**src/rtl/seg_display_arbiter.sv**
```systemverilog
// Round-robin arbiter sharing a 4-digit seven-segment display between three clients.
// Optional leading-zero blanking is enabled by defining SEG_ARB_LZB_EN.
module seg_display_arbiter #(
    parameter int unsigned MAX_HOLD   = 1000,
    parameter logic [3:0]  BLANK_CODE = 4'hF
) (
    input  logic        clk,
    input  logic        rst,
    input  logic [2:0]  req,
    input  logic [15:0] data0,
    input  logic [15:0] data1,
    input  logic [15:0] data2,
    output logic [2:0]  gnt,
    output logic        busy,
    output logic [3:0]  BCD0,
    output logic [3:0]  BCD1,
    output logic [3:0]  BCD2,
    output logic [3:0]  BCD3
);

    localparam int unsigned   HW      = $clog2(MAX_HOLD);
    localparam logic [HW-1:0] HoldMax = HW'(MAX_HOLD - 1);
    localparam logic [15:0]   Blank   = {4{BLANK_CODE}};

    typedef enum logic {StIdle, StGrant} state_e;

    state_e        state_q, state_d;
    logic [2:0]    gnt_q, gnt_d;
    logic          busy_q, busy_d;
    logic [15:0]   bcd_q, bcd_d;
    logic [HW-1:0] hold_q, hold_d;
    logic [1:0]    ptr_q, ptr_d;

    logic [1:0]    owner;
    logic [2:0]    pick;

    function automatic logic [1:0] inc3(input logic [1:0] i);
        return (i == 2'd2) ? 2'd0 : i + 2'd1;
    endfunction

    // Returns {found, index} of the first set bit of r searching from start.
    function automatic logic [2:0] rr_pick(input logic [1:0] start, input logic [2:0] r);
        logic [1:0] i;
        logic [2:0] res;
        i   = start;
        res = 3'b000;
        for (int n = 0; n < 3; n++) begin
            if (!res[2] && r[i]) res = {1'b1, i};
            i = inc3(i);
        end
        return res;
    endfunction

    function automatic logic [15:0] fmt(input logic [15:0] w);
`ifdef SEG_ARB_LZB_EN
        logic b3, b2, b1;
        b3 = (w[15:12] == 4'd0) || (w[15:12] == BLANK_CODE);
        b2 = b3 && ((w[11:8] == 4'd0) || (w[11:8] == BLANK_CODE));
        b1 = b2 && (w[7:4] == 4'd0);
        return {(w[15:12] == 4'd0) ? BLANK_CODE : w[15:12],
                (b2 && w[11:8] == 4'd0) ? BLANK_CODE : w[11:8],
                b1 ? BLANK_CODE : w[7:4],
                w[3:0]};
`else
        return w;
`endif
    endfunction

    function automatic logic [15:0] sel(input logic [1:0] i, input logic [15:0] d0,
                                        input logic [15:0] d1, input logic [15:0] d2);
        case (i)
            2'd0:    return d0;
            2'd1:    return d1;
            default: return d2;
        endcase
    endfunction

    assign owner = gnt_q[2] ? 2'd2 : (gnt_q[1] ? 2'd1 : 2'd0);

    always_comb begin
        state_d = state_q;
        gnt_d   = gnt_q;
        busy_d  = busy_q;
        bcd_d   = bcd_q;
        hold_d  = hold_q;
        ptr_d   = ptr_q;
        pick    = 3'b000;
        case (state_q)
            StIdle: begin
                pick   = rr_pick(ptr_q, req);
                gnt_d  = 3'b000;
                busy_d = 1'b0;
                bcd_d  = Blank;
                if (pick[2]) begin
                    state_d = StGrant;
                    gnt_d   = 3'(3'b001 << pick[1:0]);
                    busy_d  = 1'b1;
                    hold_d  = '0;
                    bcd_d   = fmt(sel(pick[1:0], data0, data1, data2));
                end
            end
            default: begin
                pick = rr_pick(inc3(owner), req & ~gnt_q);
                if (!req[owner]) begin
                    state_d = StIdle;
                    gnt_d   = 3'b000;
                    busy_d  = 1'b0;
                    bcd_d   = Blank;
                    hold_d  = '0;
                    ptr_d   = inc3(owner);
                end else if (hold_q == HoldMax && pick[2]) begin
                    // Direct handover: no blank cycle between owners.
                    gnt_d  = 3'(3'b001 << pick[1:0]);
                    bcd_d  = fmt(sel(pick[1:0], data0, data1, data2));
                    hold_d = '0;
                    ptr_d  = inc3(owner);
                end else begin
                    bcd_d  = fmt(sel(owner, data0, data1, data2));
                    hold_d = (hold_q == HoldMax) ? hold_q : hold_q + HW'(1);
                end
            end
        endcase
    end

    always_ff @(posedge clk) begin
        if (rst) begin
            state_q <= StIdle;
            gnt_q   <= 3'b000;
            busy_q  <= 1'b0;
            bcd_q   <= Blank;
            hold_q  <= '0;
            ptr_q   <= 2'd0;
        end else begin
            state_q <= state_d;
            gnt_q   <= gnt_d;
            busy_q  <= busy_d;
            bcd_q   <= bcd_d;
            hold_q  <= hold_d;
            ptr_q   <= ptr_d;
        end
    end

    assign gnt  = gnt_q;
    assign busy = busy_q;
    assign BCD0 = bcd_q[3:0];
    assign BCD1 = bcd_q[7:4];
    assign BCD2 = bcd_q[11:8];
    assign BCD3 = bcd_q[15:12];

endmodule

```
**config.mk**
```make
export PLATFORM = sky130hd
export DESIGN_NAME = seg_display_arbiter
export DESIGN_NICKNAME = d
export VERILOG_FILES = /design/src/rtl/seg_display_arbiter.sv
export SDC_FILE = /design/constraint.sdc
export NUM_CORES = 1
export LEC_CHECK = 0
export ABC_CLOCK_PERIOD_IN_PS = 3400
export CAP_MARGIN = 10
export CORE_MARGIN = 3
export CORE_UTILIZATION = 40
export DETAILED_ROUTE_END_ITERATION = 8
export GPL_TIMING_DRIVEN = 0
export HOLD_SLACK_MARGIN = 0.12
export PLACE_DENSITY = 0.66
export SLEW_MARGIN = 20
export SYNTH_ARGS = -nofsm -noshare
export SYNTH_HDL_FRONTEND = slang
export SYNTH_SLANG_ARGS = --single-unit
```
**constraint.sdc**
```tcl
create_clock -name clk -period 3.4 [get_ports clk]
set_clock_uncertainty 0.15 [all_clocks]
set_input_delay 0.51 -clock clk [delete_from_list [all_inputs] [get_ports clk]]
set_output_delay 0.51 -clock clk [all_outputs]
set_load 0.02 [all_outputs]
```
# Word-level counts from Yosys, hierarchy flattened
# Cells that the tools add are included.
# Widths: inputs -> output; s select.
# totals
mem_bits_ro	0
latch_bits	0
out_inout_bits	20
n_memories	0
inputBits	53
ram_bits	0
elab_cells	107
regBits	33
# classes
bitwise_logic	2
n_lt_le_gt_ge	7
n_eq_ne	13
n_addsub	6
n_reduce_logical	15
n_shift	2
multipliers	0
muxes	56
div	0
# ops
cell	n
$pmux 16 s2	3
$mux 16	4
$mux 10	5
$mux 3	16
$lt 2x3->1 const B	7
$mux 2	8
$bmux 1 s2	7
$mux 1	13
$add 10x1->10 const B	1
$add 2x1->2 const B	5
$eq 10x10->1 const B	1
$eq 2x2->1 const B	5
$eq 2x1->1 const B	3
$logic_not 2->1	3
$shl 1x2->3 const A	2
$logic_and 1x1->1	5
$logic_not 1->1	4
$ne 4x3->1 const B	1
$reduce_and 2->1	2
$and 3x3->3	1
$ne 3x2->1 const B	1
$not 3->3	1
$ne 2x1->1 const B	1
$ne 2x2->1 const B	1
$reduce_bool 2->1	1

# Logic depth before layout (Yosys ltp)
# Gate-level depths: netlist of run 1.
# logic_depth
word_depth	21
mapped_depth	8
depth_no_buf	6

# Worst setup path after synthesis of run 1
# No wires, ideal clock.
# synth_timing
path_kind	flip-flop to flip-flop
start	reg gnt_q[1] (netlist: gnt[1])
end	reg bcd_q[10]
path_slack_ps	1224
path_buffers	3
setup_time_ps	115
t_required_ps	3135
synth_period_minus_slack_ps	2176
path_stages_with_launch	9
arrival_time_ps	1910
cell_sequence	dfxtp_1 > buf_2 > nor2b_1 > buf_2 > or3_1 > a21oi_2 > buf_4 > nand2_1 > a31o_1
# synth_between
elab_chain_len	21
elab_cells_between_ends	41
classes_between	add/sub: 3; eq/ne: 5; mux: 24; bitwise: 2; reduce/logical: 7
# synth_lines
element	line_no	source
start: declaration	28	logic [2:0] gnt_q, gnt_d;
start signal: assignment	135	gnt_q <= gnt_d;
branches (longest 19 deep; another with $add 2x1->2)	-	
$mux 16 (*)	104	if (!req[owner]) begin
$mux 16 (*)	88	case (state_q)
end signal: assignment	130	bcd_q <= Blank;
end: declaration	30	logic [15:0] bcd_q, bcd_d;
# Every way passes the cells marked *. The select of a mux whose other input is x is not followed.
# A chain may end at the register's enable or synchronous reset.

# Worst setup path after layout of run 1
# layout_timing
start	in req[0]
end	reg bcd_q[9]
# layout_between
elab_chain_len	18
elab_cells_between_ends	46
classes_between	eq/ne: 2; mux: 32; bitwise: 1; reduce/logical: 11
# layout_lines
element	line_no	source
start: declaration	9	input logic [2:0] req,
$and 3x3->3	103	pick = rr_pick(inc3(owner), req & ~gnt_q);
$bmux 1 s2	48	if (!res[2] && r[i]) res = {1'b1, i};
$mux 1 (not written as such)	48	
$mux 3	48	
$mux 3	88	
$logic_not 1->1	48	
$logic_and 1x1->1	48	
$mux 3	48	
(+2 left out)	-	
$logic_and 1x1->1	48	
$mux 3	48	
$mux 3	88	
$eq 2x1->1 or $logic_not 2->1 (tied branches)	71	case (i)
$pmux 16 s2	71	
$mux 16	111	end else if (hold_q == HoldMax && pick[2]) begin
$mux 16	104	
$mux 16 (*)	88	
# Every way passes the cells marked *; elsewhere a longest branch is shown, timed or not. The select of a mux whose other input is x is not followed.

==> key figures, run 1 <==
Clocking
  – Longest Clk Path Bufs: 2
  – Hold Buf Count CTS: 0
  – CTS sink cnt: 33
  – TritonCTS clock tree: done
  – H-tree levels: 2
  – Clock Pin Slew Worst Setup and Hold Paths: 70 ps
  – Clock root buffer master: clkbuf_8
  – CTS resizes: 0
  – Setup Fix Bufs, Post-CTS: 0
  – Num CTS Buffers: 5
  – Clk_lat worst skew: 290 ps

Floorplan
  – Die ar.: 0.00725 sq mm
  – CORE AREA: 0.00599 sq mm
  – Top Ports: 73
  – Die Ht: 85.2 um
  – Initial Utilization: 0.418
  – Row count: 28
  – Die width: 85.2 um

Worst setup path
  – CP cell instances: clkdlybuf4s50_1 > clkbuf_1 > nand3b_1 > mux2i_1 > buf_2 > nand2_1 > o2111ai_1 > a31o_1
  – CP endpoint kind: flip-flop
  – Critical path's largest stage delay: 660 ps
  – Startpoint types: primary input
  – Slowest stage cell on the critical path: mux2i_1
  – CP Data Arrival Time: 2960 ps
  – Data required time of the worst path: 3490 ps
  – Kind of critical path: in2reg
  – Max Fanout on Critical Path: 10

Drt
  – Vias per std cell: 5.99
  – Final ANT Viol Nets: 0
  – First-pass DRT Iterations: 7
  – Routed length per instance: 17.0 um
  – Vias: 2981
  – DR iter-0 viols: 336
  – DRC: 0
  – Total length of routed wires: 8.45 mm

Run
  – Number of max-cap violations: 0

Power and ir drop
  – Total power density per cell area: 376 mW/mm^2
  – Switch Pwr: 443 uW
  – Leak: 1.20 nW
  – Cell Int Power: 846 uW
  – Clock network fraction of design power: 0.285
  – Combinational cell fraction of total power: 0.378
  – Switch share: 0.343
  – Seq pwr share: 0.337
  – Max rail drop VDD: 0.169 mV
  – Final Total Pwr: 1.29 mW

Yosys
  – Cells after Synth: 344
  – Mean Syn Cell Area: 7.29 sq um
  – Synth Net Count: 398
  – YS warnings: 0
  – Register area share after synthesis: 0.264
  – Yosys top cell area share: 0.264
  – Post-synth EDFFs: 0
  – Top FF cell, synth: dfxtp_1
  – Async S/R FF share, synth: 0
  – Syn Std Cell Area: 0.00251 sq mm
  – Largest area contributor in the netlist: dfxtp_1
  – Yosys reg bits: 33
  – Top cells by area, synth: dfxtp_1, nand2_1, o2111ai_1, inv_1, a31o_1
  – Synth unique cells: 50

Finish
  – Register area: 661 sq um
  – Fill cells: 574
  – Layout cells sized above 1: 0.0567
  – Area grow syn2layout: 36.6%
  – Multi-input gate area: 0.00162 sq mm
  – Final layout net count: 477
  – Ant diodes: 0
  – Design area: 0.00342 sq mm

STA
  – Crit share post-route: 0.846
  – Min Tclk post-route: 2880 ps
  – Worst setup margin: 522 ps
  – Fmax: 0.347 GHz
  – Worst-Margin Slew: 852 ps
  – RSZ-0062 raised after global routing: no
  – Final Hold Violating Endpoints: 0
  – Slew Viols, Final: 0
  – Slew headroom: 0.427
  – Final setup viols: 0
  – Setup TNS Final: 0 ps

Global route
  – Vias in the first global route: 2911
  – First-pass GRT wire length: 14.0 mm
  – Global route overflow: 0
  – GRT Util Overall: 0.236
  – Largest net degree at the start of global routing: 11
  – Initial antenna violation count: 0

Placement
  – Setup WS pre-CTS: 283 ps
  – IO Port Bufs: 72
  – Routability cong.: 0.869
  – Dpl hpwl: 6.26 mm
  – Area after DPL: 0.00332 sq mm

Hold path
  – Hold Crit Class: reg2reg

Outcome
  – Status: completed
## final timing paths
| path | from | end | slack, ps | cells after the start |
|---|---|---|---|---|
| setup / recovery | req[0] | bcd_q[9] | 520 | 8 |
| hold / removal | busy | busy | 320 | 1 |
| setup reg to reg | gnt[1] | bcd_q[9] | 940 | 8 |
| hold reg to reg | busy | busy | 320 | 1 |
## through the flow
step           hold slack, ps  utilization  instances
6_report                  318        0.572        498
5_1_grt                   356        0.572        498
4_1_cts                   326        0.572        498
3_5_place_dp              308        0.554        491
3_3_place_gp              306        0.554        491
2_1_floorplan             330            -        344
## cell families after synthesis
kind of cell,Yosys count,synth area share
AO/OA/AOI/OAI,122,0.359
XOR/XNOR,6,0.0210
adder cells (fa/ha/maj),1,0.00499
buffers and inverters,55,0.0889
flip-flops,33,0.264
multiplexers,8,0.0325
AND/OR/NAND/NOR,119,0.230
## flip-flops by register name, summed over array words and instances, names as in the netlist
signal	count
bcd_q	16
busy	1
gnt	3
hold_q	10
ptr_q	2
state_q	1
## area by class of cell
type,instances,share of cell area
repair buffers,72,0.210
clock buffers,5,0.0201
inverters,32,0.0351
flip-flops and latches,33,0.193
multi-input cells,256,0.474
clock inverters,2,0.0102
plain buffers,23,0.0300
well taps,75,0.0274
## cell usage after synthesis (2+ instances only)
library cell and instances:
mux2i_1 7, o2111ai_1 14, o21ai_0 22, inv_1 31, nor2_1 13, xnor2_1 6
a221o_1 3, dfxtp_1 33, clkbuf_1 16, nor2b_1 4, nor3_1 6, nor4_1 4
nand2_1 62, buf_2 4, buf_4 3, a21oi_1 8, and3_1 4, nand2b_1 7
o221ai_1 13, a31o_1 13, o211ai_1 13, nand3_1 6, or3_1 3, or4_1 2
a221oi_1 5, a22oi_1 4, a31oi_1 15
## critical path, delay by kind of cell
family / cells / cell delay (ps)
multiplexers: 1 / 660
buffers and inverters: 3 / 1210
AO/OA/AOI/OAI: 2 / 270
AND/OR/NAND/NOR: 2 / 300
## power by group through the flow
| stage | sequential (mW) | clock [mW] | combinational, mW |
|---|---|---|---|
| 6_report | 0.435 | 0.367 | 0.487 |
| 5_1_grt | 0.439 | 0.398 | 0.530 |
| 3_3_place_gp | 0.443 | 0 | 0.478 |
| 2_1_floorplan | 0.478 | 0 | 0.243 |
| 3_5_place_dp | 0.444 | 0 | 0.481 |
| 4_1_cts | 0.435 | 0.377 | 0.483 |
## layer usage
metal / vias up / wire [um] / global-route usage
li1: 1437 / - / -
met1: 1413 / 3730 / 0.309
met2: 123 / 4090 / 0.388
met3: 8 / 555 / 0.0466
met4: 0 / 74 / 0.0748
met5: - / 0 / 0
## cells in the final DEF (no fill, tap or decap), types with 14 or more instances in the layout
cell and n:
a31oi_1 15, clkbuf_1 16, clkdlybuf4s50_1 72, dfxtp_1 33, inv_1 31, nand2_1 62, o2111ai_1 14, o21ai_0 22
Power figures use the tool's default switching activity.
==> run 2: changes to the inputs <==
--- a/config.mk
+++ b/config.mk
@@ -5,7 +5,7 @@
 export SDC_FILE = /design/constraint.sdc
 export NUM_CORES = 1
 export LEC_CHECK = 0
-export ABC_CLOCK_PERIOD_IN_PS = 3400
+export ABC_CLOCK_PERIOD_IN_PS = 2670
 export CAP_MARGIN = 10
 export CORE_MARGIN = 3
 export CORE_UTILIZATION = 40
==> constraint.sdc (replaced) <==
create_clock -name clk -period 2.67 [get_ports clk]
set_clock_uncertainty 0.15 [all_clocks]
set_input_delay 0.4005 -clock clk [delete_from_list [all_inputs] [get_ports clk]]
set_output_delay 0.4005 -clock clk [all_outputs]
set_load 0.02 [all_outputs]
==> run 2 against run 1 <==
  * Design area increased by 0.48%
  * Routed wire length increased by 1.1%
  * Register-to-register slack got worse by 740 ps
  * Non-clock buffer count unchanged
  * Clock power increased by 27%
  * Core utilization increased by 0.27 points
  * Clock-buffer cell count unchanged
  * First-iteration DRC count decreased by 0.30%
  * Via count increased by 1.1%
==> key figures, run 2 (synthesized netlist as in run 1, its figures left out) <==
Finish
  – Non-Filler Instances: 498
  – Ant diodes: 0
  – Fin util: 0.574
  – Fill cells: 575
  – Final layout net count: 477
  – Most frequent cells in the layout: clkdlybuf4s50_1, nand2_1, dfxtp_1
  – Design area: 0.00344 sq mm
  – Max reg flops: 16
  – Layout cells sized above 1: 0.0662
  – Area grow syn2layout: 37.3%
  – Biggest register: bcd_q
  – Most common cell after layout, fill and taps aside: clkdlybuf4s50_1
  – Register area: 661 sq um
  – Multi-input gate area: 0.00164 sq mm

Clocking
  – Num CTS Buffers: 5
  – Longest Clk Path Bufs: 2
  – Clock Pin Slew Worst Setup and Hold Paths: 70 ps
  – H-tree levels: 2
  – TritonCTS clock tree: done
  – CTS sink cnt: 33
  – Clk_lat worst skew: 290 ps
  – Setup Fix Bufs, Post-CTS: 0
  – Clock root buffer master: clkbuf_8

Global route
  – Met1 Use GR: 0.306
  – GRT Util Overall: 0.235
  – Global route overflow: 0
  – M3 GR Usage: 0.0466
  – Met2 Track Usage GR: 0.389
  – Largest net degree at the start of global routing: 11
  – First-pass GRT wire length: 13.9 mm
  – GRT busiest layer: met2
  – Vias in the first global route: 2909
  – Initial antenna violation count: 0

Placement
  – Routability cong.: 0.869
  – Area after DPL: 0.00332 sq mm
  – Placed Cells: 491
  – Dpl hpwl: 6.26 mm
  – IO Port Bufs: 72
  – Setup WS pre-CTS: -338 ps

Drt
  – DR iter-0 viols: 335
  – Vias per std cell: 6.05
  – Total length of routed wires: 8.54 mm
  – Routed length per instance: 17.1 um
  – Final ANT Viol Nets: 0
  – DRC: 0
  – Vias: 3015
  – First-pass DRT Iterations: 5

Floorplan
  – Die ar.: 0.00725 sq mm
  – Initial Utilization: 0.418
  – Row count: 28
  – Die Ht: 85.2 um
  – Top Ports: 73
  – CORE AREA: 0.00599 sq mm
  – Die width: 85.2 um

Power and ir drop
  – Final Total Pwr: 1.65 mW
  – Cell Int Power: 1.08 mW
  – Leak: 1.21 nW
  – Max rail drop VDD: 0.215 mV
  – Switch share: 0.344
  – Total power density per cell area: 479 mW/mm^2
  – Seq pwr share: 0.336
  – Switch Pwr: 567 uW
  – Combinational cell fraction of total power: 0.381
  – Clock network fraction of design power: 0.283

STA
  – Fmax: 0.387 GHz
  – Worst setup margin: 88.8 ps
  – RSZ-0062 raised after global routing: no
  – Crit share post-route: 0.967
  – Final setup viols: 0
  – Worst hold slack: 318 ps
  – Worst-Margin Slew: 850 ps
  – Setup TNS Final: 0 ps
  – Slew Viols, Final: 0
  – Slew headroom: 0.428
  – Min Tclk post-route: 2580 ps
  – Final Hold Violating Endpoints: 0

Worst setup path
  – CP cell instances: clkdlybuf4s50_1 > nor2b_1 > or3_1 > a21oi_2 > buf_4 > nand2_1 > a31o_1
  – CP endpoint kind: flip-flop
  – Slowest stage cell on the critical path: clkdlybuf4s50_1
  – Worst path bufs/invs: 2
  – R2R setup slack: 200 ps
  – Data required time of the worst path: 2710 ps
  – Critical path's largest stage delay: 520 ps
  – Kind of critical path: in2reg
  – Startpoint types: primary input
  – Crit path max-delay family: buffers and inverters
  – CP Data Arrival Time: 2620 ps
  – Max Fanout on Critical Path: 10
  – Reg-to-reg endpoint: bcd_q[9]
  – Worst reg2reg startpoint: gnt[1]
  – Worst-case reg-to-reg path depth: 8

Outcome
  – Status: completed

Hold path
  – Hold EP: busy
  – Worst Hold Launch: busy
  – Worst hold path depth: 1
  – Hold Crit Class: reg2reg

Run
  – Number of max-cap violations: 0
-- run 2: changes by cell type in the layout (fill, tap and decap cells not counted) --
cell | before | now
mux2i_4 | 0 | 1
clkbuf_1 | 16 | 13
mux2i_1 | 7 | 6
clkbuf_2 | 0 | 3
-- run 2: timing repair --
item / in CTS / in global routing
gates resized for setup: 1 / 7
hold buffers: 0 / 0
setup endpoints to repair: 10 / 14
-- run 2: routing by layer --
layer | vias up | share of wire
met1 | 1422 | 0.43
met3 | 12 | 0.072
met4 | 0 | 0.0094
met2 | 148 | 0.48
li1 | 1433 | -
met5 | - | 0
-- run 2: power by group through the flow --
stage | registers, mW | logic [mW] | clock network, mW
2_1_floorplan | 0.609 | 0.310 | 0
3_3_place_gp | 0.564 | 0.609 | 0
3_5_place_dp | 0.565 | 0.612 | 0
4_1_cts | 0.554 | 0.616 | 0.480
5_1_grt | 0.559 | 0.681 | 0.506
6_report | 0.554 | 0.628 | 0.467
-- run 2: how the worst max path moves through the flow --
stage	startpoint	to	cells past startpoint
3_5_place_dp	req[0]	bcd_q[9]	8
3_3_place_gp	req[0]	bcd_q[8]	8
4_1_cts	req[0]	bcd_q[9]	8
2_1_floorplan	gnt[1]	bcd_q[10]	8
5_1_grt	req[0]	bcd_q[7]	8
6_report	req[2]	bcd_q[9]	7
-- run 2: final cells by class --
class                   count  share of cell area
flip-flops and latches     33               0.192
plain buffers              23              0.0309
repair buffers             72               0.209
well taps                  75              0.0273
clock buffers               5              0.0200
multi-input cells         256               0.475
inverters                  32              0.0349
clock inverters             2              0.0102
-- run 2: worst reg2reg max path: stages (launching register included) --
cell and delay (ps):
dfxtp_1 340, buf_2 200, nor2b_1 60, buf_2 180, or3_1 440, a21oi_2 480, buf_4 280, nand2_1 80
a31o_1 180
